$ cat src/rtl/mem_access_ctrl.sv
// MEM-stage load/store sequencer: alignment check, req/ack bus cycle with timeout,
// byte-enable/lane-replicated writes, and sign/zero load extension for writeback.
module mem_access_ctrl #(
  parameter int unsigned TIMEOUT = 15
) (
  input  logic        clk,
  input  logic        reset,
  input  logic        req_valid,
  input  logic        req_we,
  input  logic [1:0]  req_size,
  input  logic        req_signed,
  input  logic [31:0] req_addr,
  input  logic [31:0] req_wdata,
  output logic        stall,
  output logic        done,
  output logic [31:0] rdata,
  output logic        exc_adel,
  output logic        exc_ades,
  output logic        bus_err,
  output logic        mem_req,
  output logic        mem_we,
  output logic [31:0] mem_addr,
  output logic [3:0]  mem_be,
  output logic [31:0] mem_wdata,
  input  logic        mem_ack,
  input  logic [31:0] mem_rdata
);

  typedef enum logic [1:0] {IDLE = 2'd0, BUS = 2'd1, DONE = 2'd2} state_t;

  state_t      state_q, state_d;
  logic [7:0]  cnt_q, cnt_d;
  logic        mem_req_q, mem_req_d;
  logic        mem_we_q, mem_we_d;
  logic [31:0] mem_addr_q, mem_addr_d;
  logic [3:0]  mem_be_q, mem_be_d;
  logic [31:0] mem_wdata_q, mem_wdata_d;
  logic [1:0]  size_q, size_d;
  logic [1:0]  off_q, off_d;
  logic        signed_q, signed_d;
  logic [31:0] rdata_q, rdata_d;
  logic        adel_q, adel_d;
  logic        ades_q, ades_d;
  logic        berr_q, berr_d;

  logic        is_byte, is_half, misaligned, timeout_hit;
  logic [3:0]  be_calc;
  logic [31:0] wdata_calc, load_ext;
  logic [7:0]  byte_lane;
  logic [15:0] half_lane;

  assign is_byte     = (req_size == 2'b00);
  assign is_half     = (req_size == 2'b01);
  assign misaligned  = (is_half & req_addr[0]) |
                       (~is_byte & ~is_half & (req_addr[1:0] != 2'b00));
  assign timeout_hit = ((cnt_q + 8'd1) == 8'(TIMEOUT));

  always_comb begin
    if (is_byte) begin
      be_calc    = 4'b0001 << req_addr[1:0];
      wdata_calc = {4{req_wdata[7:0]}};
    end else if (is_half) begin
      be_calc    = req_addr[1] ? 4'b1100 : 4'b0011;
      wdata_calc = {2{req_wdata[15:0]}};
    end else begin
      be_calc    = 4'b1111;
      wdata_calc = req_wdata;
    end
  end

  // Extension works on the live bus word so it can be captured in the ack cycle.
  always_comb begin
    byte_lane = mem_rdata[{off_q, 3'b000} +: 8];
    half_lane = off_q[1] ? mem_rdata[31:16] : mem_rdata[15:0];
    case (size_q)
      2'b00:   load_ext = {{24{signed_q & byte_lane[7]}}, byte_lane};
      2'b01:   load_ext = {{16{signed_q & half_lane[15]}}, half_lane};
      default: load_ext = mem_rdata;
    endcase
  end

  always_ff @(posedge clk) begin
    if (reset) state_q <= IDLE;
    else       state_q <= state_d;
  end

  always_comb begin
    state_d = state_q;
    case (state_q)
      IDLE:    if (req_valid) state_d = misaligned ? DONE : BUS;
      BUS:     if (mem_ack || timeout_hit) state_d = DONE;
      DONE:    state_d = IDLE;
      default: state_d = IDLE;
    endcase
  end

  always_comb begin
    cnt_d       = cnt_q;
    mem_req_d   = mem_req_q;
    mem_we_d    = mem_we_q;
    mem_addr_d  = mem_addr_q;
    mem_be_d    = mem_be_q;
    mem_wdata_d = mem_wdata_q;
    size_d      = size_q;
    off_d       = off_q;
    signed_d    = signed_q;
    rdata_d     = rdata_q;
    adel_d      = adel_q;
    ades_d      = ades_q;
    berr_d      = berr_q;
    case (state_q)
      IDLE: begin
        if (req_valid) begin
          if (misaligned) begin
            adel_d  = ~req_we;
            ades_d  = req_we;
            rdata_d = 32'd0;
          end else begin
            cnt_d       = 8'd0;
            mem_req_d   = 1'b1;
            mem_we_d    = req_we;
            mem_addr_d  = {req_addr[31:2], 2'b00};
            mem_be_d    = be_calc;
            mem_wdata_d = wdata_calc;
            size_d      = req_size;
            off_d       = req_addr[1:0];
            signed_d    = req_signed;
          end
        end
      end
      BUS: begin
        if (mem_ack) begin
          mem_req_d = 1'b0;
          rdata_d   = mem_we_q ? 32'd0 : load_ext;
        end else begin
          cnt_d = cnt_q + 8'd1;
          if (timeout_hit) begin
            mem_req_d = 1'b0;
            berr_d    = 1'b1;
            rdata_d   = 32'd0;
          end
        end
      end
      default: begin
        rdata_d = 32'd0;
        adel_d  = 1'b0;
        ades_d  = 1'b0;
        berr_d  = 1'b0;
      end
    endcase
  end

  always_ff @(posedge clk) begin
    if (reset) begin
      cnt_q       <= 8'd0;
      mem_req_q   <= 1'b0;
      mem_we_q    <= 1'b0;
      mem_addr_q  <= 32'd0;
      mem_be_q    <= 4'd0;
      mem_wdata_q <= 32'd0;
      size_q      <= 2'd0;
      off_q       <= 2'd0;
      signed_q    <= 1'b0;
      rdata_q     <= 32'd0;
      adel_q      <= 1'b0;
      ades_q      <= 1'b0;
      berr_q      <= 1'b0;
    end else begin
      cnt_q       <= cnt_d;
      mem_req_q   <= mem_req_d;
      mem_we_q    <= mem_we_d;
      mem_addr_q  <= mem_addr_d;
      mem_be_q    <= mem_be_d;
      mem_wdata_q <= mem_wdata_d;
      size_q      <= size_d;
      off_q       <= off_d;
      signed_q    <= signed_d;
      rdata_q     <= rdata_d;
      adel_q      <= adel_d;
      ades_q      <= ades_d;
      berr_q      <= berr_d;
    end
  end

  assign done      = (state_q == DONE);
  assign stall     = req_valid & ~done;
  assign rdata     = rdata_q;
  assign exc_adel  = adel_q;
  assign exc_ades  = ades_q;
  assign bus_err   = berr_q;
  assign mem_req   = mem_req_q;
  assign mem_we    = mem_we_q;
  assign mem_addr  = mem_addr_q;
  assign mem_be    = mem_be_q;
  assign mem_wdata = mem_wdata_q;

endmodule

$ cat config.mk
export PLATFORM = sky130hd
export DESIGN_NAME = mem_access_ctrl
export DESIGN_NICKNAME = d
export VERILOG_FILES = /design/src/rtl/mem_access_ctrl.sv
export SDC_FILE = /design/constraint.sdc
export NUM_CORES = 1
export LEC_CHECK = 0
export BUFFER_PORTS_ARGS = -buffer_cell sky130_fd_sc_hd__buf_2
export CAP_MARGIN = 10
export CORE_ASPECT_RATIO = 0.9
export CORE_MARGIN = 2
export CORE_UTILIZATION = 47
export DETAILED_ROUTE_END_ITERATION = 8
export PLACE_DENSITY = 0.79
export SETUP_SLACK_MARGIN = 0.15
export SLEW_MARGIN = 20
export SYNTH_ARGS = -nofsm -noshare
export SYNTH_HDL_FRONTEND = slang
export SYNTH_SLANG_ARGS = --single-unit
$ cat constraint.sdc
create_clock -name clk -period 3.04 [get_ports clk]
set_clock_uncertainty 0.05 [all_clocks]
set_input_delay 0.608 -clock clk [delete_from_list [all_inputs] [get_ports clk]]
set_output_delay 0.608 -clock clk [all_outputs]
set_load 0.05 [all_outputs]
# == Yosys cells after proc, flatten, opt, wreduce, memory -nomap -nowiden ==
# Index checks and enable logic that the tools add are counted.
# Widths: inputs -> output; s select.
# totals
rom_bits,0
wordCells,91
memories,0
inputBits,104
out_inout_bits,107
reg_bits,118
latch_bits,0
mem_bits_rw,0
# op_classes
order_cmp,0
eq_ne,12
n_mux,35
shifts,2
n_bitwise,14
div,0
n_mul,0
add_sub_neg,1
reduce_logical,13
# ops
operator,n
$mux 32,7
$pmux 32 s2,2
$shiftx 32x6->8,1
$mux 8,3
$mux 16,1
$pmux 8 s2,1
$mux 4,3
$ne 2x2->1 const B,6
$reduce_and 3->1,4
$mux 1,10
$add 8x1->8 const B,1
$eq 8x4->1 const B,1
$pmux 1 s2,4
$reduce_and 4->1,2
$not 1->1,7
$and 1x1->1,6
$eq 2x1->1 const B,3
$logic_not 2->1,3
$mux 2,3
$pmux 2 s2,1
$reduce_bool 2->1,2
$shl 1x2->4 const A,1
$ne 3x3->1 const B,1
$eq 2x2->1 const B,1
3 further kinds,3

# == Longest topological paths before layout ==
# Gate-level depths: netlist of run 1.
# depth
ltp_word,8
mapped_depth,8
mapped_depth_nobuf,7

# == Least setup slack after synthesis of run 1 ==
# Ideal clock, no wire load.
# synth_timing
kind,register -> output
from,register state_q[1]
to,output stall
required_time_ps,2382
t_arrival_ps,1822
setup_slack_ps,560
n_path_buf,1
path_stages_with_launch,4
path_cell_list,dfxtp_1 clkbuf_1 nor2b_1 nor2b_1
# synth_between
elab_chain_cells,3
# synth_rtl
item,line,text
"start, declared",31,"state_t state_q, state_d;"
"start signal, assigned",84,else state_q <= state_d;
$eq 2x2->1,185,assign done = (state_q == DONE);
net done,15,"output logic done,"
$not 1->1,186,assign stall = req_valid & ~done;
$and 1x1->1,186,
"end, declared",14,"output logic stall,"
# The timed path passes the listed nets, and every way through them passes these cells.

# == Worst setup path after layout of run 1 ==
# layout_timing
from,register cnt_q[1]
to,"register rdata_q[12], in the netlist rdata[12]"
# layout_between
elab_chain_cells,4
# layout_rtl
item,line,text
"start, declared",32,"logic [7:0] cnt_q, cnt_d;"
"start signal, assigned",169,cnt_q <= cnt_d;
$add 8x1->8,56,assign timeout_hit = ((cnt_q + 8'd1) == 8'(TIMEOUT));
$eq 8x4->1,56,
$ne 3x3->1 (no line),n/a,
$reduce_and 3->1 (no line),n/a,
"end signal, assigned",178,rdata_q <= rdata_d;
"end, declared",41,"logic [31:0] rdata_q, rdata_d;"
# No other way between the ends.
# A chain may end at the register's enable or synchronous reset.

==> results summary, run 1 <==
The detailed placer's ending HPWL came out at 10.7 mm. The clock network latency to the later pin of the worst-skew pair came out at 410 ps. After the last flow step, the layout net total stands at 929. The total setup buffers inserted after CTS came out at 0. The total die area came out at 11900 um^2.

The fraction of layout instances using a drive strength above 1 is 31.1%. The number of clock sinks came out at 118. The non-filler instance count after layout came out at 969. The tree is rooted in a sky130_fd_sc_hd__clkbuf_16.

The number of nets with antenna violations after detailed routing came out at 0. For the worst setup path, the data required time is 3280 ps. The measured slew at the worst slew-check pin is 689 ps.

The met2 layer wire length in the routed design came out at 7.24 mm. The routed metal-1 wirelength is 6.43 mm. The total CTS buffers is 17. The count of final max-slew check failures came out at 0. The die width is 115 um.

The maximum level of the CTS H-tree is 4. Entering global routing, the biggest net connects 89 pins. The number of antenna violations at the first check in global routing is 1. Of the available clock period, the critical path in the final layout requires 73.0%. The antenna diode count came out at 0.

Walking the worst path, the cells encountered are ha_1, xor2_1, nand2_1, o31ai_4, a21oi_2, buf_4, a221o_1. VDD sags by at most 0.398 mV. The die extent in y came out at 104 um. The sequential element share of the synthesized area is 45.5%. The fraction of registers with async set or reset after synthesis is 0%. 211 I/O pins were placed. The number of standard-cell rows in the floorplan is 36. The remaining global-route overflow is 0. The first global-routing pass estimated 24.4 mm of wire.

The cell count after synthesis is 635. The static leakage came out at 3.10 nW. The total chip power came out at 4.74 mW. Setup repair after global routing left no endpoint under its margin. The count of synthesis-stage warnings from yosys is 0. Gates resized during post-CTS repair numbered 0. The synthesized design contains 118 register bits. The average vias per placed instance came out at 5.50. The number of cells in the design after placement came out at 937. The origin of the worst setup path is cnt_q[1]$_SDFFE_PP0P_. The post-detailed-route wirelength per cell came out at 15.8 um. In the layout the commonest cells are sky130_fd_sc_hd__buf_2 (208), sky130_fd_sc_hd__nand2_1 (142), sky130_fd_sc_hd__dfxtp_1 (118). The routed wire length is 15.3 mm. The routed design could run at a clock period as short as 2220 ps.

The uppermost layer routed is met5. The layout overhead on the synthesized area is 33.9%. After the first detailed-routing iteration, the DRC count stood at 432. STA classifies the critical path startpoint as a flop. Among cell families on the critical path, the largest total delay comes from compound AO/OA/AOI/OAI gates. The number of max-capacitance violations reported came out at 0.

The final sum of negative setup slack came out at 0 ps. The number of distinct standard cells referenced by the synthesized netlist came out at 45. The startpoint of the tightest hold check path is req_addr[25].

Port buffering added 208 buffers. The post-synthesis instance area came out at 5190 um^2. The maximum cell stage delay along the critical path came out at 420 ps. The maximum count of clock buffers along a single path is 2. The number of hold buffers added after CTS is 0. On the critical path, the stage with the largest delay is an instance of sky130_fd_sc_hd__dfxtp_1.

The worst setup path category is reg2reg. The path class of the tightest hold or removal check is in2reg. The clock-pin slew on the worst setup and hold paths came out at 50 ps. The highest attainable clock frequency came out at 0.451 GHz. The worst register-to-register path begins at cnt_q[1]$_SDFFE_PP0P_. The number of global-route vias before repair is 5055. TritonCTS built the clock tree. The most common library cell in the layout ignoring fill and taps is sky130_fd_sc_hd__buf_2. The number of enable flip-flop cells after synthesis came out at 0. Power spread over the standard cell area amounts to 682 nW/um^2. Along the worst path, the maximum fanout reaches 32. The starting density of the core is 48.0%. The last weighted congestion value of the routability-driven placer is 0.882.

STA classifies the critical path endpoint as a flop. The run finished with clean final reports. The relative slew slack is 53.7%. The detailed-routing iteration count for the pre-antenna-repair pass came out at 5. The data arrival time of the worst path came out at 2460 ps. The post-route worst hold slack came out at 385 ps. The via count came out at 5326. In the global route stage, overall resource usage came out at 25.6%. The final setup violation count is 0. The mean instance size in the synthesized netlist is 8.18 um^2. The placeable core area came out at 10800 um^2. The post-route DRC violation count is 0. The buffer and inverter count on the worst path came out at 1.

The number of hold-slack violations in the final timing report came out at 0. Among all flip-flop cells after synthesis, the most frequent one is sky130_fd_sc_hd__dfxtp_1. Cells fill 64.3% of the core in the end.

The wire length on met3 is 1.18 mm.
[cells in the mapped netlist (2+ instances only)]
| cell type | instances | area, um^2 |
|---|---|---|
| sky130_fd_sc_hd__buf_2 | 13 | 65.1 |
| sky130_fd_sc_hd__xor2_1 | 2 | 17.5 |
| sky130_fd_sc_hd__nand3b_1 | 2 | 15.0 |
| sky130_fd_sc_hd__a221o_1 | 7 | 70.1 |
| sky130_fd_sc_hd__a21o_1 | 10 | 75.1 |
| sky130_fd_sc_hd__and3_1 | 3 | 18.8 |
| sky130_fd_sc_hd__nor2_2 | 2 | 12.5 |
| sky130_fd_sc_hd__nor2_1 | 40 | 150 |
| sky130_fd_sc_hd__nor3_1 | 9 | 45.0 |
| sky130_fd_sc_hd__mux2i_1 | 25 | 250 |
| sky130_fd_sc_hd__clkbuf_1 | 29 | 109 |
| sky130_fd_sc_hd__o21ai_0 | 27 | 135 |
| sky130_fd_sc_hd__dfxtp_1 | 118 | 2360 |
| sky130_fd_sc_hd__a311oi_1 | 13 | 114 |
| sky130_fd_sc_hd__nand2_1 | 142 | 533 |
| sky130_fd_sc_hd__a2111oi_0 | 2 | 17.5 |
| sky130_fd_sc_hd__or3_1 | 3 | 18.8 |
| sky130_fd_sc_hd__nand3_1 | 10 | 50.1 |
| sky130_fd_sc_hd__nor3b_1 | 9 | 67.6 |
| sky130_fd_sc_hd__a211o_1 | 2 | 17.5 |
| sky130_fd_sc_hd__nand2b_1 | 4 | 25.0 |
| sky130_fd_sc_hd__a21oi_1 | 93 | 465 |
| sky130_fd_sc_hd__buf_4 | 6 | 45.0 |
| sky130_fd_sc_hd__o21a_1 | 3 | 22.5 |
| sky130_fd_sc_hd__o2bb2ai_1 | 16 | 140 |
| sky130_fd_sc_hd__a211oi_1 | 13 | 97.6 |
| sky130_fd_sc_hd__inv_1 | 5 | 18.8 |
| sky130_fd_sc_hd__ha_1 | 2 | 25.0 |
| sky130_fd_sc_hd__nor2b_1 | 8 | 50.1 |
| sky130_fd_sc_hd__mux2_2 | 2 | 22.5 |
[per-layer routing]
metal	vias up	GRT usage, %
met4	2	9.90
li1	2600	-
met3	36	8.13
met1	2436	32.9
met2	252	39.9
met5	-	0
[report_power, final]
part	switching [mW]	total, mW	internal [mW]
registers	0.0588	1.68	1.63
logic	0.554	0.772	0.218
clock network	0.711	2.29	1.58
total	1.32	4.74	3.42
[layout make-up]
type | instances | area, um^2
clock buffer | 19 | 453
clock inverter | 13 | 226
fill | 930 | 3860
inverter | 5 | 18.8
multi-input combinational | 463 | 2580
sequential | 118 | 2360
tap | 133 | 166
timing repair buffer | 218 | 1140
[state kept, by name (all words and copies together), names as in the netlist, 2 cells and up]
signal and count:
state_q 2, rdata 32, cnt_q 8, off_q 2
mem_be 4, size_q 2, mem_wdata 32, mem_addr 30
[worst reg2reg max path: stages (launching register included)]
cell,delay [ps]
sky130_fd_sc_hd__dfxtp_1,420
sky130_fd_sc_hd__ha_1,270
sky130_fd_sc_hd__xor2_1,190
sky130_fd_sc_hd__nand2_1,130
sky130_fd_sc_hd__o31ai_4,300
sky130_fd_sc_hd__a21oi_2,80
sky130_fd_sc_hd__buf_4,260
sky130_fd_sc_hd__a221o_1,410
[cells by family after synthesis]
kind of cell               Yosys count  synth area share, %
and+or+nand+nor                    237                 19.8
AOI/OAI and AO/OA                  193                 23.7
DFF                                118                 45.5
buffers and inverters               55                 4.87
muxes                               27                 5.25
adders and majority gates            2                0.482
xor gates and xnor gates             2                0.337
other                                1               0.0722
[worst paths after layout]
check / endpoint / slack [ps] / cells past startpoint
max: rdata[12]$_SDFFE_PP0P_ / 820 / 7
min: mem_addr[25]$_SDFFE_PP0P_ / 380 / 3
max reg2reg: rdata[12]$_SDFFE_PP0P_ / 820 / 7
min reg2reg: mem_wdata[7]$_SDFFE_PP0P_ / 400 / 2
[metrics by stage]
| stage | cell area [um^2] | setup slack [ps] |
|---|---|---|
| 6_report | 6950 | 821 |
| 5_1_grt | 6950 | 694 |
| 4_1_cts | 6950 | 867 |
| 3_5_place_dp | 6270 | 563 |
| 3_3_place_gp | 6270 | 635 |
| 2_1_floorplan | 5190 | 560 |
Note: power is estimated with default switching activity, not from simulation.
==> inputs of run 2 (changes only) <==
==> constraint.sdc (replaced) <==
create_clock -name clk -period 2.2 [get_ports clk]
set_clock_uncertainty 0.05 [all_clocks]
set_input_delay 0.44 -clock clk [delete_from_list [all_inputs] [get_ports clk]]
set_output_delay 0.44 -clock clk [all_outputs]
set_load 0.05 [all_outputs]
==> run 2 against run 1 <==
Effect of this change:
- final area rose by 1.3%
- sequential cell count did not move
- first-iteration DRC count rose by 32%
- critical path type unchanged
- clock power rose by 33%
- combinational power rose by 42%
- non-clock buffer count rose by 9
- final cell count rose by 1.0%
- core utilization rose by 0.87 points
- sequential share of layout area fell by 0.40 points
==> results summary, run 2 (same netlist as run 1, synthesis figures left out) <==
Outcome: finished, final reports clean (unchanged). The setup slack on the worst flop-to-flop path came out at 250 ps (was 820 ps). The final setup violation count came out at 0 (unchanged). The count of final max-slew check failures is 0 (unchanged). The number of max-capacitance violations reported came out at 0 (unchanged). The fraction of layout instances using a drive strength above 1 came out at 32.5% (was 31.1%). The power per cell area is 918 nW/um^2 (was 682 nW/um^2).

The worst-path maximum fanout is 32 (unchanged). The kind of end point of the critical path is a flop (unchanged). The number of hold-slack violations in the final timing report came out at 0 (unchanged). The number of standard-cell rows in the floorplan came out at 36 (unchanged).

The static leakage was 3.14 nW (was 3.10 nW). The number of antenna violations at the first check in global routing is 1 (unchanged). The data arrival time of the worst path is 2200 ps (was 2460 ps). The critical path startpoint category is a flop (unchanged). Unrepaired setup endpoints after global routing: false (unchanged). The number of global-route vias before repair is 5069 (was 5055). The layout overhead on the synthesized area is 35.7% (was 33.9%). The total die area came out at 11900 um^2 (unchanged).

The worst setup path category is reg2reg (unchanged). The via count came out at 5393 (was 5326). The remaining global-route overflow came out at 0 (unchanged). The number of cells in the design after placement came out at 946 (was 937). The final worst-path cycle share is 88.8% (was 73.0%).

The last weighted congestion value of the routability-driven placer came out at 0.944 (was 0.882). The non-filler instance count after layout came out at 979 (was 969). The end of the worst register-to-register path is rdata[14]$_SDFFE_PP0P_ (was rdata[12]$_SDFFE_PP0P_). The port buffer count was 208 (unchanged). The wire length of the first global-routing pass came out at 24.5 mm (was 24.4 mm). The measured slew at the worst slew-check pin is 663 ps (was 689 ps).

The clock root buffer is sky130_fd_sc_hd__clkbuf_16 (unchanged). The type of the tightest min-delay check is in2reg (unchanged). The maximum count of clock buffers along a single path came to 2 (unchanged). The routed wire length was 15.2 mm (was 15.3 mm). The average vias per placed instance was 5.51 (was 5.50). The minimum clock period after layout came to 1950 ps (was 2220 ps).

The post-detailed-route wirelength per cell came out at 15.5 um (was 15.8 um). The post-route DRC violation count came out at 0 (unchanged). The most common library cell in the layout ignoring fill and taps is sky130_fd_sc_hd__buf_2 (unchanged). The total CTS buffers was 17 (unchanged).

Most frequent cells in the layout: sky130_fd_sc_hd__buf_2 (208), sky130_fd_sc_hd__nand2_1 (142), sky130_fd_sc_hd__dfxtp_1 (115) (was sky130_fd_sc_hd__buf_2 (208), sky130_fd_sc_hd__nand2_1 (142), sky130_fd_sc_hd__dfxtp_1 (118)). The count of cells along the worst register-to-register path is 6 (was 7). The maximum number of pins on one net before global-route repair is 79 (was 89). The number of nets with antenna violations after detailed routing is 0 (unchanged). The clock-pin slew on the worst setup and hold paths is 60 ps (was 50 ps).

The post-layout worst setup margin is 247 ps (was 821 ps). The worst endpoint required time came out at 2450 ps (was 3280 ps). The detailed router's first-iteration violation count is 572 (was 432). The maximum level of the CTS H-tree is 4 (unchanged). The detailed-routing iteration count for the pre-antenna-repair pass is 6 (was 5).

The placeable core area was 10800 um^2 (unchanged). The worst reg2reg path startpoint is cnt_q[2]$_SDFFE_PP0P_ (was cnt_q[1]$_SDFFE_PP0P_). The clock network latency to the later pin of the worst-skew pair came out at 420 ps (was 410 ps).

The die extent in y came out at 104 um (unchanged). The CTS tree is done (unchanged). The register cell area after layout came out at 2370 um^2 (was 2360 um^2). The maximum ir drop on the vdd rail came out at 0.515 mV (was 0.398 mV). The total setup buffers inserted after CTS is 0 (unchanged). The detailed placer's ending HPWL is 10.7 mm (about the same). The end of the critical path is rdata[14]$_SDFFE_PP0P_ (was rdata[12]$_SDFFE_PP0P_). The die width is 115 um (unchanged). The placement-stage worst setup slack is 176 ps (was 563 ps). The final sum of negative setup slack came out at 0 ps (unchanged). The filler cell count came out at 907 (was 930). The all-layer global routing usage is 25.6% (about the same). The total chip power came to 6.47 mW (was 4.74 mW). The layout net count came to 938 (was 929).

The area of combinational cells with multiple inputs is 2590 um^2 (was 2580 um^2). The number of top-level pins is 211 (unchanged). The share of the core filled with cells in the final layout is 65.2% (was 64.3%). The starting density of the core came out at 48.0% (unchanged). The highest attainable clock frequency is 0.512 GHz (was 0.451 GHz). The relative slew slack is 55.8% (was 53.7%). The origin of the worst setup path is cnt_q[2]$_SDFFE_PP0P_ (was cnt_q[1]$_SDFFE_PP0P_). The number of clock sinks was 118 (unchanged).
==> run 2: how the worst min path moves through the flow <==
| stage | startpoint | endpoint | slack (ps) | cells past startpoint |
|---|---|---|---|---|
| 2_1_floorplan | signed_q$_SDFFE_PP0P_ | signed_q$_SDFFE_PP0P_ | 430 | 2 |
| 3_3_place_gp | rdata[31]$_SDFFE_PP0P_ | rdata[31]$_SDFFE_PP0P_ | 380 | 1 |
| 6_report | req_addr[3] | mem_addr[3]$_SDFFE_PP0P_ | 210 | 3 |
| 3_5_place_dp | rdata[31]$_SDFFE_PP0P_ | rdata[31]$_SDFFE_PP0P_ | 380 | 1 |
| 5_1_grt | mem_rdata[10] | rdata[10]$_SDFFE_PP0P_ | 200 | 2 |
| 4_1_cts | req_addr[22] | mem_addr[22]$_SDFFE_PP0P_ | 190 | 3 |
==> run 2: repair_timing <==
action,CTS,global route
pin swaps,0,2
setup endpoints to repair,2,17
endpoints found under the hold margin,0,0
hold buffers,0,0
resized for setup,2,3
==> run 2: layout make-up <==
type / count / area share, %
diodes: 1 / 0.0355
clock buffers: 17 / 6.04
clock inverters: 15 / 3.27
inverters: 5 / 0.266
multi-input cells: 463 / 36.8
flip-flops and latches: 118 / 33.6
well taps: 133 / 2.36
repair buffers: 227 / 17.7
==> run 2: stage by stage <==
step	hold WS [ps]	instance area, um^2
final	208	7050
after global routing	196	7040
after CTS	188	7040
after detailed placement	383	6380
after global placement	381	6380
after floorplan	425	5200
==> run 2: worst max-delay path: stages (launching register included) <==
cell                      delay (ps)
sky130_fd_sc_hd__dfxtp_1         440
sky130_fd_sc_hd__nand3_1         190
sky130_fd_sc_hd__xor2_1          220
sky130_fd_sc_hd__o31ai_4         290
sky130_fd_sc_hd__a21oi_2         110
sky130_fd_sc_hd__buf_12          180
sky130_fd_sc_hd__a221o_1         360
==> run 2: per-layer routing <==
| layer | wire [um] | up-vias | track usage, % |
|---|---|---|---|
| li1 | - | 2624 | - |
| met4 | 371 | 0 | 9.90 |
| met3 | 1130 | 33 | 8.72 |
| met2 | 7290 | 247 | 40.4 |
| met5 | 0 | - | 0 |
| met1 | 6400 | 2489 | 32.3 |
==> run 2: power breakdown <==
part	switching (mW)	total [mW]	internal (mW)
Combinational	0.777	1.10	0.326
Clock	1.03	3.05	2.01
Sequential	0.0744	2.32	2.25
==> inputs of run 3 (changes only) <==
--- a/config.mk
+++ b/config.mk
@@ -12,6 +12,7 @@
 export CORE_UTILIZATION = 47
 export DETAILED_ROUTE_END_ITERATION = 8
 export PLACE_DENSITY = 0.79
+export RECOVER_POWER = 100
 export SETUP_SLACK_MARGIN = 0.15
 export SLEW_MARGIN = 20
 export SYNTH_ARGS = -nofsm -noshare
==> run 3 against run 2 <==
Effect of this change:
- fmax fell by 3.5%
- core utilization fell by 1.5 points
- total power fell by 0.54%
- non-clock buffer count did not move
- final cell count did not move
- clock power barely moved
- global-route usage did not move
- worst hold slack got worse by 4.0 ps
==> results summary, run 3 (same netlist as run 1, synthesis figures left out) <==
The placeable core area came out at 10800 um^2 (unchanged). The starting density of the core came out at 48.0% (unchanged). The die width is 115 um (unchanged). The CTS tree was done (unchanged). The maximum level of the CTS H-tree came to 4 (unchanged). Unrepaired setup endpoints after global routing: false (unchanged).

The met1 usage was 32.3% (unchanged). The static leakage was 2.70 nW (was 3.14 nW). The relative slew slack came out at 53.6% (was 55.8%). The number of hold buffers added after CTS came out at 0 (unchanged).

The layout overhead on the synthesized area was 32.7% (was 35.7%). The number of antenna violations at the first check in global routing is 1 (unchanged). The via count is 5378 (was 5393).

The detailed placer's ending HPWL came out at 10.7 mm (unchanged). The data arrival time of the worst path is 1530 ps (was 2200 ps). The clock-pin slew on the worst setup and hold paths came to 60 ps (about the same). The worst-path maximum fanout came out at 13 (was 32).

The final worst-path cycle share was 92.0% (was 88.8%). The final sum of negative setup slack is 0 ps (unchanged). The clock root buffer was sky130_fd_sc_hd__clkbuf_16 (unchanged). The post-detailed-route wirelength per cell is 15.5 um (about the same).

The total CTS buffers was 17 (unchanged). The number of top-level pins came to 211 (unchanged). The number of max-capacitance violations reported is 0 (unchanged). The routed wire length came to 15.2 mm (about the same).

The maximum number of pins on one net before global-route repair came to 79 (unchanged). The detailed-routing iteration count for the pre-antenna-repair pass is 5 (was 6). The average vias per placed instance came out at 5.49 (was 5.51). The total die area came out at 11900 um^2 (unchanged). The number of global-route vias before repair is 5069 (unchanged).

The post-route DRC violation count is 0 (unchanged). The number of hold-slack violations in the final timing report is 0 (unchanged). The port buffer count is 208 (unchanged).

The number of standard-cell rows in the floorplan is 36 (unchanged). CP cell instances: nor2b_2, clkbuf_1 (was nand3_1, xor2_1, o31ai_4, a21oi_2, buf_12, a221o_1). The kind of end point of the critical path is an output port (was flop). The final setup violation count is 0 (unchanged). The highest attainable clock frequency is 0.494 GHz (was 0.512 GHz). The detailed router's first-iteration violation count came out at 463 (was 572). The number of clock sinks came out at 118 (unchanged). The worst setup path category is reg2out (was reg2reg).

The all-layer global routing usage is 25.6% (unchanged). The most common library cell in the layout ignoring fill and taps is sky130_fd_sc_hd__nand2_1 (was sky130_fd_sc_hd__buf_2). The count of final max-slew check failures is 0 (unchanged). The type of the tightest min-delay check is in2reg (unchanged). The critical path startpoint category was a flop (unchanged). The met2 global-route usage is 40.4% (unchanged).

The filler cell count is 972 (was 907). The met3 usage in global routing came out at 8.72% (unchanged). The fraction of layout instances using a drive strength above 1 came out at 19.5% (was 32.5%). The slowest cell on the critical path is sky130_fd_sc_hd__clkbuf_1 (was sky130_fd_sc_hd__dfxtp_1). The last weighted congestion value of the routability-driven placer is 0.944 (unchanged). The minimum clock period after layout came out at 2020 ps (was 1950 ps). The maximum ir drop on the vdd rail is 0.512 mV (was 0.515 mV). The number of nets with antenna violations after detailed routing is 0 (unchanged). The worst endpoint required time came out at 1710 ps (was 2450 ps). The remaining global-route overflow is 0 (unchanged). The die extent in y is 104 um (unchanged).

The clock network latency to the later pin of the worst-skew pair was 420 ps (about the same). The maximum cell stage delay along the critical path came out at 470 ps (was 440 ps). The maximum count of clock buffers along a single path is 2 (unchanged).

The measured slew at the worst slew-check pin was 695 ps (was 663 ps). The most heavily used metal layer in global routing is met2 (unchanged). The wire length of the first global-routing pass was 24.5 mm (unchanged). The layout net count is 938 (unchanged).

The power per cell area came out at 934 nW/um^2 (was 918 nW/um^2). Outcome: finished, final reports clean (unchanged). Most frequent cells in the layout: sky130_fd_sc_hd__nand2_1 (142), sky130_fd_sc_hd__dfxtp_1 (116), sky130_fd_sc_hd__clkbuf_1 (106) (was sky130_fd_sc_hd__buf_2 (208), sky130_fd_sc_hd__nand2_1 (142), sky130_fd_sc_hd__dfxtp_1 (115)). The total chip power came to 6.44 mW (was 6.47 mW).
## run 3: worst paths after layout
kind | from | endpoint | slack [ps] | cells after the start
min | req_addr[3] | mem_addr[3]$_SDFFE_PP0P_ | 200 | 3
min reg2reg | rdata[31]$_SDFFE_PP0P_ | rdata[31]$_SDFFE_PP0P_ | 400 | 1
max | state_q[1]$_SDFFE_PP0P_ | done | 180 | 2
max reg2reg | cnt_q[0]$_SDFFE_PP0P_ | rdata[14]$_SDFFE_PP0P_ | 200 | 7
## run 3: where the power goes
part	leakage [nW]	internal (mW)	switching (mW)
clock	0.309	2.01	1.04
sequential	0.961	2.25	0.0766
combinational	1.43	0.290	0.775
total	2.70	4.55	1.89
## run 3: routing by layer
layer	up-vias	wire [um]
li1	2628	-
met1	2485	6460
met2	236	7270
met3	29	1140
met4	0	335
met5	-	0
## run 3: area by class of cell
| class | count | area (um^2) | area share [%] |
|---|---|---|---|
| antenna | 1 | 2.50 | 0.0363 |
| clock buffer | 17 | 425 | 6.18 |
| clock inverter | 15 | 230 | 3.34 |
| inverter | 5 | 18.8 | 0.272 |
| multi-input combinational | 463 | 2580 | 37.5 |
| sequential | 118 | 2360 | 34.3 |
| tap | 133 | 166 | 2.42 |
| timing repair buffer | 227 | 1100 | 15.9 |
## run 3: through the flow
stage | util, % | instances | cell area [um^2] | worst slack, ps | hold WS (ps)
floorplan | - | 636 | 5200 | 226 | 425
global placement | 59.0 | 946 | 6380 | 232 | 381
detailed placement | 59.0 | 946 | 6380 | 176 | 383
CTS | 65.1 | 978 | 7040 | 165 | 188
global route | 63.7 | 978 | 6890 | 105 | 196
finish | 63.7 | 979 | 6890 | 176 | 204
## run 3: timing repair
| item | in CTS | in global routing |
|---|---|---|
| pin swaps | 0 | 2 |
| gates resized for setup | 2 | 3 |
| cloned | 0 | 0 |
| setup endpoints to repair | 2 | 17 |
| buffers inserted | 0 | 0 |
## run 3: critical path: cells and delay by family, from the launching register on
family | cells | cell delay (ps)
flip-flops | 1 | 450
buffers and inverters | 1 | 470
AND/OR/NAND/NOR | 1 | 190
